[config.mk]
export PLATFORM = sky130hd
export DESIGN_NAME = clk_rst_gen
export DESIGN_NICKNAME = d
export VERILOG_FILES = /design/src/rtl/clk_rst_gen.sv
export SDC_FILE = /design/constraint.sdc
export NUM_CORES = 1
export LEC_CHECK = 0
export CORE_AREA = 2 2 39 41
export DETAILED_ROUTE_END_ITERATION = 8
export DIE_AREA = 0 0 41 43
export PLACE_DENSITY_LB_ADDON = 0.2
export SYNTH_ARGS = -nofsm -noshare
export SYNTH_HDL_FRONTEND = slang
export SYNTH_SLANG_ARGS = --single-unit
[constraint.sdc]
create_clock -name clock -period 2 [get_ports clock]
set_clock_uncertainty 0.05 [all_clocks]
set_input_delay 0.2 -clock clock [delete_from_list [all_inputs] [get_ports clock]]
set_output_delay 0.2 -clock clock [all_outputs]
set_load 0.02 [all_outputs]
[src/rtl/clk_rst_gen.sv]
// clk_rst_gen: divided processor/dmem clocks and stretched reset; CLK_GEN_STALL_EN adds a stall input
module clk_rst_gen #(
   parameter int PROC_DIV        = 4,
   parameter int DMEM_DIV        = 2,
   parameter int RST_HOLD_CYCLES = 8
) (
   input  logic clock,
   input  logic reset,
`ifdef CLK_GEN_STALL_EN
   input  logic stall,
`endif
   output logic imem_clock,
   output logic dmem_clock,
   output logic processor_clock,
   output logic regfile_clock,
   output logic sys_reset,
   output logic locked,
   output logic proc_tick
);
   localparam int PW = $clog2(PROC_DIV);
   localparam int HW = $clog2(RST_HOLD_CYCLES + 1);
   localparam logic [PW-1:0] RISE_PH  = PW'(PROC_DIV / 2 - 1);
   localparam logic [PW-1:0] FALL_PH  = PW'(PROC_DIV - 1);
   localparam logic [PW-1:0] DMASK    = PW'(DMEM_DIV / 2 - 1);
   localparam logic [HW-1:0] HOLD_MAX = HW'(RST_HOLD_CYCLES);

   typedef enum logic {HOLD, RUN} state_t;

   state_t        state;
   logic [PW-1:0] ph;
   logic [PW-1:0] ph_nx;
   logic [HW-1:0] hold_cnt;
   logic          rise_ph;
   logic          fall_ph;
   logic          skip;
   logic          rise_ok;
   logic          dmem_tog;

`ifdef CLK_GEN_STALL_EN
   assign skip = stall && (state == RUN);
`else
   assign skip = 1'b0;
`endif

   assign ph_nx         = ph + PW'(1);
   assign rise_ph       = ph == RISE_PH;
   assign fall_ph       = ph == FALL_PH;
   assign rise_ok       = rise_ph && !skip;
   assign dmem_tog      = (ph_nx & DMASK) == '0;
   assign proc_tick     = rise_ok && !reset;
   assign imem_clock    = clock;
   assign regfile_clock = processor_clock;

   // phase counter, divided clocks and the reset-stretch FSM share one register stage
   always_ff @(posedge clock) begin
      if (reset) begin
         ph              <= '0;
         hold_cnt        <= '0;
         state           <= HOLD;
         processor_clock <= 1'b0;
         dmem_clock      <= 1'b0;
         sys_reset       <= 1'b1;
         locked          <= 1'b0;
      end else begin
         ph <= ph_nx;
         if (dmem_tog)
            dmem_clock <= ~dmem_clock;
         if (rise_ok)
            processor_clock <= 1'b1;
         else if (fall_ph)
            processor_clock <= 1'b0;
         if (state == HOLD) begin
            if (rise_ok && hold_cnt != HOLD_MAX)
               hold_cnt <= hold_cnt + HW'(1);
            if (fall_ph && hold_cnt == HOLD_MAX) begin
               sys_reset <= 1'b0;
               locked    <= 1'b1;
               state     <= RUN;
            end
         end
      end
   end
endmodule

==> out/metrics.yaml <==
status:
  status: "complete, no violations"
floorplanning:
  core_sq_mm: 0.00138
  die_h_um: 43
  design.die.area_sq_mm: 0.00176
  initial_core_util: 0.354
  ios: 9
  rows: 14
  die_width_um: 41
setup_path:
  path_cells: "clkbuf_4, clkbuf_4, dlygate4sd2_1"
  cp.depth: 3
  crit_slowest_cell: "dlygate4sd2_1"
  ff2ff_setup_slack_ns: 0.48
  cp_num_buf_inv: 3
  r2r-start: "hold_cnt[0]$_SDFFE_PP0P_"
  cp_common_cell: "clkbuf_4"
  r2r_end: "hold_cnt[0]$_SDFFE_PP0P_"
  cp-start-kind: "clock port"
  arrival_ns: 1.53
  max_stage_delay_ns: 0.31
  end_kind: "output port"
  r2r_cells: 5
  critPathKind: "clk -> out"
  path_delay_family: "buffers and inverters"
  crit_fanout: 2
  cp_data_required_time_ns: 1.75
sta:
  hold_violations: 0
  setup_viol: 0
  slew_headroom: 0.855
  drv_slew: 0
  layout_setup_ws_ns: 0.218
  rsz0062_at_grt: "false"
  tightest_slew_ns: 0.216
  tns_ns: 0
finish:
  layout-drive-gt1-share: 0.152
  area_growth_pct: 27.4
  diodes: 0
  fin_nets: 73
  fillers: 148
  final_cells: 82
place:
  port_buffers: 8
  placedCellCount: 75
  hpwl_um: 562
  gp_congestion: 0.694
  dp_slack_ns: 0.242
cts:
  cts_tree: "yes"
  cts_setup_buffers: 0
  cts.clk_slew.worst_paths_ns: 0.06
  clock_latency_ns: 0.37
  cts_hold_buf: 0
  cts_resized: 2
logic_synthesis:
  synth_fp_nets: 59
  synthCells: 53
  ys_ff_latch: 11
  synth.distinct_cells: 21
  syn-cell-area_sq_um: 489
  syn_area_per_cell_sq_um: 9.23
  synth-seq-area-share: 0.450
  yosysWarnings: 0
route:
  post_drt_via_cell_ratio: 4.43
  vias: 363
  drt_iter0_drc: 9
  firstDrtPassIters: 4
  dr_wl_met3_um: 40
  post_drt_wl_per_cell_um: 9.78
  drc_errors: 0
  final_antenna_net_count: 0
  totalWireLength_um: 802
  m1WireLength_um: 403
  top_layer: "met4"
  wl_met2_um: 337
pwr:
  power.switching_w: 0.000160
  pwr-share-comb: 0.106
  p_clk_frac: 0.484
  vdd_drop_max_mv: 0.502
  swShare: 0.274
  intPower_w: 0.000422
  p_leak_nw: 0.258
  powerDensity_mw_per_mm2: 934
  pwr-share-seq: 0.409
min_path:
  hold_path.class: "reg -> reg"
  worstHoldStart: "dmem_clock$_SDFF_PP0_"
  whs_path_depth: 1
  min_to: "dmem_clock$_SDFF_PP0_"
global_routing:
  grt_max_degree: 16
  grt_pass1_vias: 345
  gr-total-overflow: 0
  grt_pass1_wl_um: 1390
  groute.usage.overall: 0.130
  antenna_found_initial: 0
job:
  max_cap_violations: 0
## stage by stage
stage / area [sq um] / util / total power, W / hold slack [ns]
global route: 623 / 0.450 / 0.000627 / 0.391
detailed placement: 577 / 0.417 / 0.000375 / 0.350
finish: 623 / 0.450 / 0.000582 / 0.362
floorplan: 489 / - / 0.000344 / 0.263
CTS: 623 / 0.450 / 0.000596 / 0.364
global placement: 577 / 0.417 / 0.000373 / 0.345
## worst register-to-register path: cells and delay by family, from the launching register on
kind	cells	cell delay (ns)
and+or+nand+nor	2	0.41
DFF	1	0.38
muxes	1	0.31
buffers and inverters	1	0.07
adders and majority gates	1	0.18
## power groups by stage
| stage | Combinational, W | Sequential [W] | Clock, W |
|---|---|---|---|
| after floorplan | 0.0000399 | 0.000246 | 0.0000584 |
| after global placement | 0.0000628 | 0.000243 | 0.0000671 |
| after detailed placement | 0.0000641 | 0.000243 | 0.0000671 |
| after CTS | 0.0000632 | 0.000238 | 0.000295 |
| after global routing | 0.0000700 | 0.000240 | 0.000317 |
| final | 0.0000620 | 0.000238 | 0.000282 |
## area by class of cell
class / count / area [sq um] / area share
Clock buffer: 8 / 57.6 / 0.0924
Inverter: 7 / 26.3 / 0.0422
Multi-Input combinational cell: 32 / 223 / 0.357
Sequential cell: 11 / 220 / 0.353
Tap cell: 16 / 20.0 / 0.0321
Timing Repair Buffer: 8 / 76.3 / 0.122
## registers in the layout, indices dropped and copies added (netlist names)
| name | flops |
|---|---|
| hold_cnt | 4 |
| processor_clock | 1 |
| locked | 1 |
| state | 1 |
| ph | 2 |
| sys_reset | 1 |
| dmem_clock | 1 |
## cells in the final DEF (no fill, tap or decap)
master / instances
mux2i_1: 1
clkdlybuf4s50_1: 6
clkbuf_1: 1
buf_4: 1
nor2_1: 9
nand2b_4: 1
inv_1: 7
mux2_4: 1
a311oi_1: 1
and3b_1: 1
a31o_1: 1
ha_1: 4
o21ai_1: 1
clkbuf_4: 6
nor2b_1: 1
or3_1: 1
nor2_2: 1
o21ai_0: 1
dfxtp_1: 11
o21a_1: 1
a21oi_1: 3
nand2b_1: 2
nand3_1: 2
dlygate4sd2_1: 2
## cell usage after synthesis
cell	n	share of area
a31o_1	1	0.018
or3_1	1	0.013
mux2i_1	1	0.020
dfxtp_1	11	0.45
buf_4	2	0.031
a311oi_1	1	0.018
nor2_1	9	0.069
o21ai_0	1	0.010
nor2b_1	1	0.013
nand2b_1	2	0.026
nor2_2	1	0.013
buf_2	1	0.010
nand3_1	2	0.020
and3b_1	1	0.018
a21oi_1	3	0.031
inv_1	7	0.054
o21a_1	1	0.015
o21ai_1	1	0.010
mux2_4	1	0.031
nand2b_4	1	0.028
ha_1	4	0.10
## cell families after synthesis
| logic type | share of synthesized area |
|---|---|
| buffers and inverters | 0.0946 |
| adders and majority gates | 0.102 |
| AOI/OAI and AO/OA | 0.102 |
| and+or+nand+nor | 0.200 |
| DFF | 0.450 |
| muxes | 0.0511 |
## routing by layer
metal  global-route usage  up-vias
met5                    0        -
met1                0.167      156
met4                0.153        0
li1                     -      195
met2                0.122        9
met3               0.0838        3
## worst max-delay path by stage
| stage | from | endpoint |
|---|---|---|
| after floorplan | hold_cnt[0]$_SDFFE_PP0P_ | hold_cnt[0]$_SDFFE_PP0P_ |
| after global placement | clock | imem_clock |
| after detailed placement | clock | imem_clock |
| after CTS | clock | imem_clock |
| after global routing | ph[0]$_SDFF_PP0_ | proc_tick |
| final | clock | imem_clock |
Power figures use the tool's default switching activity.
==> RTL edit 1, RTL diff (config.mk and constraints unchanged) <==
Compare `hold_cnt` against `HOLD_MAX` with >= in place of ==.
--- a/src/rtl/clk_rst_gen.sv
+++ b/src/rtl/clk_rst_gen.sv
@@ -73,5 +73,5 @@
             if (rise_ok && hold_cnt != HOLD_MAX)
                hold_cnt <= hold_cnt + HW'(1);
-            if (fall_ph && hold_cnt == HOLD_MAX) begin
+            if (fall_ph && hold_cnt >= HOLD_MAX) begin
                sys_reset <= 1'b0;
                locked    <= 1'b1;
Check against the original RTL: same outputs for any inputs over 10 cycles, from zero or initial values and one cycle with reset high; that may be too few to reach the edited logic, so the function may still have changed.
==> RTL edit 1 against the unedited design <==
Worst hold slack lost 0.0013 ns. Global-route usage up 0.92 points. Sequential cell count stayed put. Synthesized area grew 1.5%. Critical path type unchanged. Largest cell class unchanged. Power up 3.6%. Setup slack gained 0.0027 ns. Routed wire length increased by 3.6%. Core utilization is 0.54 points higher. Cell area up 1.2%.
==> RTL edit 1: results (changes against the unedited design) <==
Pwr
  – P_leak: 0.2666 nW (+3.3%)
  – Max VDD drop: 0.4584 mV (-8.7%)
  – NetSw: 0.0001796 W (+13%)

STA
  – Rel. slew slack: 0.7951 (-0.05980)

Synthesis
  – Post-synth cell types: 18 (-14%)
  – Mapped Nets: 57 (-3.4%)
  – Compound-cell area share of the yosys netlist: 0.1083 (+0.006011)
  – Ranking of synthesized cells by area: dfxtp_1 44%, ha_1 10%, nor2_1 6.8%
  – XOR/XNOR share of the synthesized area: 0 (unchanged)
  – Post-synth ARST share: 0 (unchanged)
  – Seq/Total Area, Yosys: 0.4433 (-0.006803)
  – Syn Inst Count: 51 (-3.8%)
  – Adder-cell share of the synthesized area: 0.1008 (-0.001546)
  – Mux cell area share after synthesis: 0.09320 (+0.04205)
  – Post-synth top cells: 11 x dfxtp_1, 9 x nor2_1, 5 x inv_1

Drt
  – Met2 WL: 317 um (-5.9%)
  – Top Metal Used: met4
  – Met3 Routed Length: 43 um (+7.5%)
  – Starting DRC count in detailed routing: 3 (-6)
  – Vias: 367 (+1.1%)
  – Final wirelength: 831 um (+3.6%)
  – Wl on met1: 422 um (+4.7%)
  – Post-DR vias/cell: 4.588 (+3.6%)

Place
  – IO Port Bufs: 8 (unchanged)
  – Placer Congestion: 0.6998 (+0.91%)
  – Place WS: 0.2415 ns (unchanged)
  – Detailed-placement wirelength estimate: 545.1 um (-3.0%)
  – Placed instance count: 73 (-2.7%)

Outcome
  – Outcome: complete, no violations

CTS
  – Reg clk slew, reported paths: 0.07 ns
  – Clock Latency Late Sink: 0.40 ns (+0.03 ns)

Setup path
  – Slowest cell delay on critical path: 0.31 ns (about the same)
  – CP max stage cell: dlygate4sd2_1
  – Data arrival, critical path: 1.53 ns (about the same)
  – CP delay by family, top: buffers and inverters

Layout
  – NumNets Final: 71 (-2.7%)
  – Top Registers: hold_cnt x4, ph x2
  – Layout cells sized above 1: 0.1563 (+0.004735)
  – Antenna cells: 0 (unchanged)

GRT
  – Met1 Use GR: 0.1607 (-0.006011)
  – Largest net degree at the start of global routing: 15 (-1)
  – GR Util met3: 0.07853 (-0.005236)
  – Initial antenna violation count: 0 (unchanged)
  – Met2 Usage GRT: 0.1250 (+0.003125)
  – GRT Util Overall: 0.1394 (+0.009222)
  – Vias in the first global route: 335 (-2.9%)
  – Global-route wire length before repair: 1366 um (-1.4%)
[RTL edit 1: worst paths after layout]
path | startpoint | cells past startpoint | endpoint | slack (ns)
min reg2reg | dmem_clock | 1 | dmem_clock | 0.36
max reg2reg | hold_cnt[0] | 4 | hold_cnt[0] | 0.46
max | clock | 3 | imem_clock | 0.22
min | dmem_clock | 1 | dmem_clock | 0.36
[RTL edit 1: stage by stage]
step / hold slack (ns) / area, sq um
4_1_cts: 0.3660 / 630.6
5_1_grt: 0.3737 / 630.6
3_5_place_dp: 0.3558 / 584.3
2_1_floorplan: 0.2626 / 496.7
3_3_place_gp: 0.3490 / 584.3
6_report: 0.3605 / 630.6
[RTL edit 1: power groups by stage]
stage / Clock (W) / Sequential, W / Combinational, W
after CTS: 0.000308 / 0.000238 / 0.0000637
after global routing: 0.000325 / 0.000240 / 0.0000707
after detailed placement: 0.0000671 / 0.000243 / 0.0000641
after global placement: 0.0000671 / 0.000243 / 0.0000643
after floorplan: 0.0000584 / 0.000246 / 0.0000414
final: 0.000302 / 0.000238 / 0.0000629
[RTL edit 1: cell type report]
class                           count  area (sq um)
Timing Repair Buffer                8         76.32
Multi-Input combinational cell     31         234.0
Inverter                            6         22.52
Fill cell                         136         753.2
Sequential cell                    11         220.2
Tap cell                           16         20.02
Clock buffer                        8         57.56
[RTL edit 1: kinds of logic (layout without fill, tap and decap cells)]
logic type / after synthesis / after routing
fa+ha+maj: 4 / 4
compound gates: 6 / 6
buf+inv: 9 / 22
flops: 11 / 11
simple gates: 17 / 17
mux: 4 / 4
[RTL edit 1: repair_timing]
action                                  in CTS  in global routing
endpoints found under the setup margin       2                  0
hold buffers                                 0                  0
gates resized for setup                      2                  0
==> RTL edit 2, RTL diff (config.mk and constraints unchanged) <==
Made on the original files. The option `CLK_GEN_STALL_EN` is turned on by a define.
--- a/src/rtl/clk_rst_gen.sv
+++ b/src/rtl/clk_rst_gen.sv
@@ -1,3 +1,5 @@
 // clk_rst_gen: divided processor/dmem clocks and stretched reset; CLK_GEN_STALL_EN adds a stall input
+`define CLK_GEN_STALL_EN
+
 module clk_rst_gen #(
    parameter int PROC_DIV        = 4,
Interface: changed (added stall); port bits go from 9 to 10. The function was not compared with the original's and may differ.
==> RTL edit 2 against the unedited design <==
Global-route usage increased by 3.2 points. Cell area up 3.8%. Critical path type is now reg2out. Setup slack got worse by 0.048 ns. Count of clock-buffer cells in the layout stayed put. Sequential cell count unchanged. Synthesized area up 1.3%. First-iteration DRC count shrank 89%. Clock power up 4%. Routed wire length up 10%. Non-clock buffer count increased by 2. Power is 3.2% higher. Core utilization rose by 1.7 points. Largest power group unchanged.
==> RTL edit 2: results (changes against the unedited design) <==
Layout
  – Clock-cell share of area: 0.08897 (-0.003395)
  – NonClk Buf Share: 0.1451 (+0.02258)
  – NumNets Final: 76 (+4.1%)
  – Seq_cells: 11 (unchanged)

Pwr
  – Comb pwr: 0.0000679 W (+9.5%)
  – Max VDD drop: 0.6014 mV (+20%)
  – Tot Pwr: 0.0006003 W (+3.2%)

Synthesis
  – Seq/Total Area, Yosys: 0.4444 (-0.005683)
  – Post-Syn Area per Cell: 9.349 sq um (+1.3%)
  – Compound-cell area share of the yosys netlist: 0.1212 (+0.01891)

Place
  – Placer Congestion: 0.7275 (+4.9%)
  – Detailed-placement wirelength estimate: 587.1 um (+4.5%)
  – Place WS: 0.1740 ns (-0.06757 ns)
  – DP Area: 600.6 sq um (+4.1%)
  – Placed instance count: 77 (+2.7%)

Outcome
  – Outcome: complete, no violations

Setup path
  – Data arrival, critical path: 1.58 ns (+0.05 ns)
  – Worst-path maximum fanout: 3 (+1)
  – Crit path to: proc_tick
  – Start point of the critical path: ph[0]

GRT
  – Vias in the first global route: 389 (+13%)
  – Global-route wire length before repair: 1628 um (+17%)
  – GRT Util Overall: 0.1618 (+0.03161)

Drt
  – Vias: 379 (+4.4%)
  – Post-DR vias/cell: 4.512 (+1.9%)
  – Routed len/inst: 10.51 um (+7.5%)
[RTL edit 2: cell count changes after synthesis, sizes merged]
cell | before | now
nor2b | 1 | 0
a21o | 0 | 1
a21oi | 3 | 2
a211oi | 0 | 1
[RTL edit 2: worst min path at each step]
stage / from / endpoint / slack, ns / depth (start not counted)
after floorplan: clock / imem_clock / 0.26 / 1
after global routing: dmem_clock / dmem_clock / 0.40 / 1
after global placement: dmem_clock / dmem_clock / 0.35 / 1
after CTS: dmem_clock / dmem_clock / 0.36 / 1
final: dmem_clock / dmem_clock / 0.36 / 1
after detailed placement: dmem_clock / dmem_clock / 0.35 / 1
[RTL edit 2: routing by layer]
metal,vias up,global-route usage,wire length (um)
met2,10,0.1875,399
met4,0,0.2067,27
li1,200,-,-
met1,165,0.1579,422
met5,-,0,0
met3,4,0.1099,34
[RTL edit 2: timing repair]
item | 4_1_cts | 5_1_grt
resized for setup | 2 | 0
hold buffers | 0 | 0
buffers inserted | 0 | 0
setup endpoints to repair | 2 | 0
